File: config.mk
export PLATFORM = sky130hd
export DESIGN_NAME = serial_rx
export DESIGN_NICKNAME = d
export VERILOG_FILES = /design/src/rtl/serial_rx.sv
export SDC_FILE = /design/constraint.sdc
export NUM_CORES = 1
export LEC_CHECK = 0
export CAP_MARGIN = 20
export CORE_ASPECT_RATIO = 0.75
export CORE_MARGIN = 3
export CORE_UTILIZATION = 36
export CTS_BUF_LIST = sky130_fd_sc_hd__clkbuf_8
export DETAILED_ROUTE_END_ITERATION = 16
export SLEW_MARGIN = 40
export SYNTH_ARGS = -nofsm -noshare
export SYNTH_HDL_FRONTEND = slang
export SYNTH_SLANG_ARGS = --single-unit
File: constraint.sdc
create_clock -name clk -period 3.8 [get_ports clk]
set_clock_uncertainty 0.1 [all_clocks]
set_input_delay 0.76 -clock clk [delete_from_list [all_inputs] [get_ports clk]]
set_output_delay 0.76 -clock clk [all_outputs]
set_load 0.01 [all_outputs]
File: src/rtl/serial_rx.sv
// UART-style receiver: 2-FF synchronised rx, mid-bit sampling, 8-bit LSB-first frames.
// Define RX_PARITY_EN to expect an even-parity bit between the data bits and the stop bit.
module serial_rx #(
  parameter int F_CLK = 50_000_000,
  parameter int CNT_W = 16
) (
  input  logic       clk,
  input  logic       rst,
  input  logic       rx,
  input  logic [2:0] baud_sel,
  output logic [7:0] data,
  output logic       data_valid,
  output logic       frame_err,
  output logic       parity_err,
  output logic       busy
);

`ifdef RX_PARITY_EN
  typedef enum logic [2:0] {IDLE, START, DATA, PARITY, STOP, WAIT_IDLE} state_t;
`else
  typedef enum logic [2:0] {IDLE, START, DATA, STOP, WAIT_IDLE} state_t;
`endif

  // Bit periods rounded to the nearest clock.
  localparam logic [CNT_W-1:0] N_1200   = CNT_W'((F_CLK + 600) / 1200);
  localparam logic [CNT_W-1:0] N_2400   = CNT_W'((F_CLK + 1200) / 2400);
  localparam logic [CNT_W-1:0] N_4800   = CNT_W'((F_CLK + 2400) / 4800);
  localparam logic [CNT_W-1:0] N_9600   = CNT_W'((F_CLK + 4800) / 9600);
  localparam logic [CNT_W-1:0] N_19200  = CNT_W'((F_CLK + 9600) / 19200);
  localparam logic [CNT_W-1:0] N_38400  = CNT_W'((F_CLK + 19200) / 38400);
  localparam logic [CNT_W-1:0] N_57600  = CNT_W'((F_CLK + 28800) / 57600);
  localparam logic [CNT_W-1:0] N_115200 = CNT_W'((F_CLK + 57600) / 115200);

  state_t           state, state_nxt;
  logic             rx_meta, rx_s, rx_prev;
  logic [CNT_W-1:0] cnt, period, sel_period, half;
  logic [2:0]       bit_idx;
  logic [7:0]       shift_reg;
  logic             fall, tick;
  logic             valid_set, ferr_set;
`ifdef RX_PARITY_EN
  logic             par_bad, perr_set;
`endif

  always_comb begin
    sel_period = N_115200;
    case (baud_sel)
      3'd0:    sel_period = N_1200;
      3'd1:    sel_period = N_2400;
      3'd2:    sel_period = N_4800;
      3'd3:    sel_period = N_9600;
      3'd4:    sel_period = N_19200;
      3'd5:    sel_period = N_38400;
      3'd6:    sel_period = N_57600;
      default: sel_period = N_115200;
    endcase
  end

  assign half = period >> 1;
  assign fall = rx_prev & ~rx_s;
  // START waits half a bit to land mid-start-bit; all later states wait a full bit.
  assign tick = (state == START) ? (cnt == half - CNT_W'(1)) : (cnt == period - CNT_W'(1));

  always_ff @(posedge clk) begin
    if (rst) state <= IDLE;
    else     state <= state_nxt;
  end

  always_comb begin
    state_nxt = state;
    case (state)
      IDLE:      if (fall) state_nxt = START;
      START:     if (tick) state_nxt = rx_s ? IDLE : DATA;
`ifdef RX_PARITY_EN
      DATA:      if (tick && bit_idx == 3'd7) state_nxt = PARITY;
      PARITY:    if (tick) state_nxt = STOP;
`else
      DATA:      if (tick && bit_idx == 3'd7) state_nxt = STOP;
`endif
      STOP:      if (tick) state_nxt = rx_s ? IDLE : WAIT_IDLE;
      WAIT_IDLE: if (rx_s) state_nxt = IDLE;
      default:   state_nxt = IDLE;
    endcase
  end

  always_comb begin
    busy     = (state != IDLE);
    ferr_set = (state == STOP) && tick && !rx_s;
`ifdef RX_PARITY_EN
    valid_set = (state == STOP) && tick && rx_s && !par_bad;
    perr_set  = (state == STOP) && tick && rx_s && par_bad;
`else
    valid_set = (state == STOP) && tick && rx_s;
`endif
  end

  always_ff @(posedge clk) begin
    if (rst) begin
      rx_meta    <= 1'b1;
      rx_s       <= 1'b1;
      rx_prev    <= 1'b1;
      cnt        <= '0;
      period     <= '0;
      bit_idx    <= '0;
      shift_reg  <= '0;
      data       <= 8'h00;
      data_valid <= 1'b0;
      frame_err  <= 1'b0;
`ifdef RX_PARITY_EN
      par_bad    <= 1'b0;
      parity_err <= 1'b0;
`endif
    end else begin
      rx_meta    <= rx;
      rx_s       <= rx_meta;
      rx_prev    <= rx_s;
      data_valid <= valid_set;
      frame_err  <= ferr_set;
`ifdef RX_PARITY_EN
      parity_err <= perr_set;
`endif
      if (valid_set) data <= shift_reg;
      case (state)
        IDLE: begin
          cnt     <= '0;
          bit_idx <= '0;
`ifdef RX_PARITY_EN
          par_bad <= 1'b0;
`endif
          // Rate is frozen for the whole frame once the start edge is seen.
          if (fall) period <= sel_period;
        end
        DATA: begin
          if (tick) begin
            cnt       <= '0;
            shift_reg <= {rx_s, shift_reg[7:1]};
            bit_idx   <= bit_idx + 3'd1;
          end else begin
            cnt <= cnt + CNT_W'(1);
          end
        end
`ifdef RX_PARITY_EN
        PARITY: begin
          if (tick) begin
            cnt     <= '0;
            par_bad <= rx_s ^ (^shift_reg);
          end else begin
            cnt <= cnt + CNT_W'(1);
          end
        end
`endif
        WAIT_IDLE: cnt <= '0;
        default:   cnt <= tick ? '0 : cnt + CNT_W'(1);
      endcase
    end
  end

`ifndef RX_PARITY_EN
  assign parity_err = 1'b0;
`endif

endmodule
# [Word-level counts from Yosys, hierarchy flattened]
# Cells that the tools add are included.
# W data, S select, Z words.
[totals] reg_bits=59 latchBits=0 mem_bits_rw=0 rom_bits=0 input_bits=6 out_inout_bits=12 wordCells=62 n_memories=0
[classes] addsub=4 n_mul=0 div_mod_pow=0 order_cmp=0 n_eq_ne=19 shifts=0 n_mux=12 bitwise_logic=2 n_reduce_logical=14
[ops] cell="$pmux W16 S7" n=1
[ops] cell="$eq A16 B16 Y1" n=2
[ops] cell="$mux W3" n=7
[ops] cell="$add A16 B1 Y16 const B" n=1
[ops] cell="$sub A15 B1 Y16 const B" n=1
[ops] cell="$sub A16 B1 Y16 const B" n=1
[ops] cell="$eq A3 B3 Y1 const B" n=5
[ops] cell="$pmux W3 S5" n=1
[ops] cell="$eq A3 B2 Y1 const B" n=4
[ops] cell="$ne A2 B2 Y1 const B" n=6
[ops] cell="$eq A3 B1 Y1 const B" n=2
[ops] cell="$logic_not A3 Y1" n=2
[ops] cell="$pmux W3 S2" n=1
[ops] cell="$reduce_and A2 Y1" n=3
[ops] cell="$reduce_and A5 Y1" n=1
[ops] cell="$logic_and A1 B1 Y1" n=4
[ops] cell="$reduce_or A4 Y1" n=1
[ops] cell="$add A3 B1 Y3 const B" n=1
[ops] cell="$reduce_bool A3 Y1" n=1
[ops] cell="$mux W2" n=1
[ops] cell="$reduce_bool A2 Y1" n=1
[ops] cell="$and A1 B1 Y1" n=1
[ops] cell="$logic_not A1 Y1" n=1
[ops] cell="$mux W1" n=1
[ops] cell="$not A1 Y1" n=1

# [Longest topological paths before layout]
[logic_depth] word_depth=6 mapped_depth=14 ltp_nobuf=12

# [Least setup slack after synthesis]
# OpenSTA, ideal clock, no wires.
[synth_timing] kind="reg2reg" from="register state[1]" to="register bit_idx[0]" setup_time_ps=123 t_arrival_ps=3474 setup_slack_ps=103 path_stages_with_launch=14 period_less_slack_ps=3697 cell_sequence="dfxtp_1 nor3b_1 buf_2 buf_2 mux2i_1 ha_1 or3b_1 o311ai_1 o211ai_1 xor2_1 or3_1 nor3_1 nand4_2 mux2_1"
[synth_between] elab_chain_cells=4 word_cells_on_any_way=8
[synth_lines] element="start, declared" line_no="34" rtl="state_t state, state_nxt;"
[synth_lines] element="start signal, assigned" line_no="66" rtl="else state <= state_nxt;"
[synth_lines] element="$eq A3 B1 Y1" line_no="62" rtl="assign tick = (state == START) ? (cnt == half - CNT_W'(1)) : (cnt == period - CNT_W'(1));"
[synth_lines] element="$mux W1" line_no="62"
[synth_lines] element="$ne A2 B2 Y1 (no source line)"
[synth_lines] element="$reduce_and A2 Y1 (no source line)"
[synth_lines] element="end signal, assigned" line_no="137" rtl="bit_idx <= bit_idx + 3'd1;"
[synth_lines] element="end, declared" line_no="37" rtl="logic [2:0] bit_idx;"
# Parallel ways exist; a longest one is shown, timed or not.
# A chain may end at the register's enable or synchronous reset.

# [Worst setup path after layout]
[layout_timing] from="register state[0]" to="register data[7]"
[layout_between] elab_chain_cells=4 word_cells_on_any_way=5
[layout_lines] element="$eq A3 B1 Y1" line_no="62"
[layout_lines] element="$mux W1" line_no="62"
[layout_lines] element="$logic_and A1 B1 Y1 (*) (2 in a row)" line_no="93" rtl="valid_set = (state == STOP) && tick && rx_s;"
[layout_lines] element="end signal, assigned" line_no="122" rtl="if (valid_set) data <= shift_reg;"
[layout_lines] element="end, declared" line_no="11" rtl="output logic [7:0] data,"
# Mark *: on every way between the ends. The rest lies on a longest branch, timed or not.

==> results.cfg <==
[yosys]
synth_top_area_share_pct = 33.5
synth_edf_count = 0
synth_top_cells_by_area = dfxtp_1, mux2i_1, xnor2_1
netlist_instances = 436
yosysUniqueCellTypes = 57
yosysWarnings = 0
synth-main-ff-cell = dfxtp_1
synth-seq-area-share_pct = 33.5
synth_top_cell_by_area = dfxtp_1
syn_area_um2 = 3530
avgSynthCellArea_um2 = 8.10
async_flop_share_pct = 0
ys_seq_elements = 59
synth_nets = 446

[setup_path]
end_kind = register
critPathKind = reg -> reg
r2r_slack_ns = 0.26
cp_data_arrival_time_ns = 3.70
required_ns = 3.97
worstSetupStartpointType = register
crit_fanout = 8

[finish]
antenna_cells = 0
final_nets = 452
final_common_cell = dfxtp_1
postLayoutCoreUtil_pct = 43.1
n_fill_cell = 976
final_cells = 575
drive_gt1_share_pct = 10.7
layout_common_cells = dfxtp_1, nor2_1, a21oi_1
top_regs = cnt: 16 flops, period: 16 flops
finalInstanceArea_um2 = 4010
areaGrowthSynthToFinish_pct = 13.6

[timing]
final_hold_viol_count = 0
relSlewSlack_pct = 46.6
post-route-period-util_pct = 93.1
period_minus_slack_ns = 3.54
setup_viol = 0
fmax_mhz = 283
setup_slack_ns = 0.264
worst_pin_slew_ns = 0.791
rsz0062_at_grt = false
tns_ns = 0
whs_ns = 0.314
slew_violations = 0

[grt]
grt_pass1_wl_um = 14300
grt_overflow = 0
first_global_vias = 2783
grt_start_max_net_pins = 29
track_usage_pct = 16.1
antenna_found_initial = 0

[placement]
placed_area_um2 = 3800
place_ws_ns = 0.200
numPortBuffers = 16
gp_congestion = 0.840
dp_cells = 557
hpwl_um = 6070

[drt]
wire_per_inst_um = 15.0
vias = 3109
wirelength_um = 8600
dr.pass1.iters = 5
drc = 0
via_per_inst = 5.41
drtIter0Drc = 214
final_antenna_net_count = 0

[flow_run]
cap_violations = 0

[clock_network]
htreeDepth = 3
cts_buffers = 9
cts_tree = done
worstSkewPairLatency_ns = 0.34
cts.clk_slew.worst_paths_ns = 0.07
cts_root_buf = clkbuf_8
clk_path_buf_depth = 2
cts_sinks = 59

[floorplanning]
fp.dieW_um = 120
start_util_pct = 37.9
die_area_um2 = 11000
num_io_pins = 18
core_area_um2 = 9310
num_rows = 30
die_h_um = 91.8

[status]
outcome = completed

[hold_path]
hp-class = reg -> reg

[pwr]
p_leak_nw = 1.46
ir_worst_vdd_mv = 0.203
power.total_mw = 1.42
power_density_nw_per_um2 = 355
==> where the power goes <==
part	total [mW]	internal (mW)	switching, mW	leakage, nW
clock	0.569	0.314	0.255	0.103
sequential	0.644	0.626	0.0173	0.477
combinational	0.211	0.0912	0.119	0.876
==> what timing repair did <==
| item | CTS | global route |
|---|---|---|
| buffers inserted | 0 | 2 |
| resized for setup | 0 | 2 |
| hold endpoints to repair | 0 | 0 |
| endpoints found under the setup margin | 0 | 35 |
| hold buffers | 0 | 0 |
==> cell families (layout without fill, tap and decap cells) <==
family	count (synthesis)	count (layout)	synth area share (%)
AOI/OAI and AO/OA	82	82	14.9
xor gates and xnor gates	34	34	8.43
adders and majority gates	4	4	1.42
buffers and inverters	43	54	5.28
DFF	59	59	33.5
muxes	21	21	5.99
other	1	1	0.106
and+or+nand+nor	192	192	30.4
==> final cells by class <==
class	instances	area [µm²]	area share, %
Clock buffer	10	138	3.43
Clock inverter	6	56.3	1.40
Inverter	5	18.8	0.468
Multi-Input combinational cell	334	2170	54.2
Sequential cell	59	1180	29.5
Tap cell	128	160	3.99
Timing Repair Buffer	33	283	7.05
==> critical path, stage by stage, from the launching register on <==
cell	delay [ns]
dfxtp_1	0.33
or3b_1	0.36
and2_1	0.21
a21oi_1	0.15
ha_2	0.25
or3b_1	0.39
o311ai_1	0.25
o211ai_1	0.15
xor2_1	0.17
nor3_1	0.37
and3_1	0.29
buf_4	0.19
nand4_1	0.10
a21oi_1	0.16
==> layer usage <==
layer | wire [µm] | GRT usage [%] | vias to the layer above
li1 | - | - | 1587
met1 | 4330 | 23.6 | 1436
met2 | 3760 | 23.3 | 80
met3 | 441 | 3.70 | 6
met4 | 66 | 5.00 | 0
met5 | 0 | 0 | -
==> Yosys cell counts (all sizes together), types with 2 or more instances <==
| library cell | n |
|---|---|
| nor2 | 48 |
| mux2i | 20 |
| clkbuf | 27 |
| nand2 | 14 |
| nand4 | 14 |
| nor3 | 18 |
| nor3b | 8 |
| dfxtp | 59 |
| o32ai | 2 |
| nor4 | 7 |
| nand3b | 4 |
| and3 | 9 |
| buf | 11 |
| nand2b | 19 |
| or3b | 2 |
| nand3 | 19 |
| ha | 4 |
| or2 | 7 |
| and2 | 3 |
| nand4b | 2 |
| or3 | 2 |
| a31oi | 2 |
| a211oi | 9 |
| nor4bb | 2 |
| a21oi | 29 |
| o211ai | 6 |
| o21a | 2 |
| or4 | 3 |
| o21ai | 16 |
| xnor2 | 21 |
| or4b | 2 |
| nor2b | 3 |
| o311ai | 3 |
| o2bb2ai | 2 |
| a211o | 4 |
| xor2 | 13 |
| nor4b | 4 |
| inv | 5 |
==> final timing paths <==
path | endpoint | startpoint | depth (start not counted)
hold / removal | rx_s | rx_meta | 1
setup / recovery | data[7] | state[0] | 13
setup reg to reg | data[7] | state[0] | 13
hold reg to reg | rx_s | rx_meta | 1
Power figures use the tool's default switching activity.
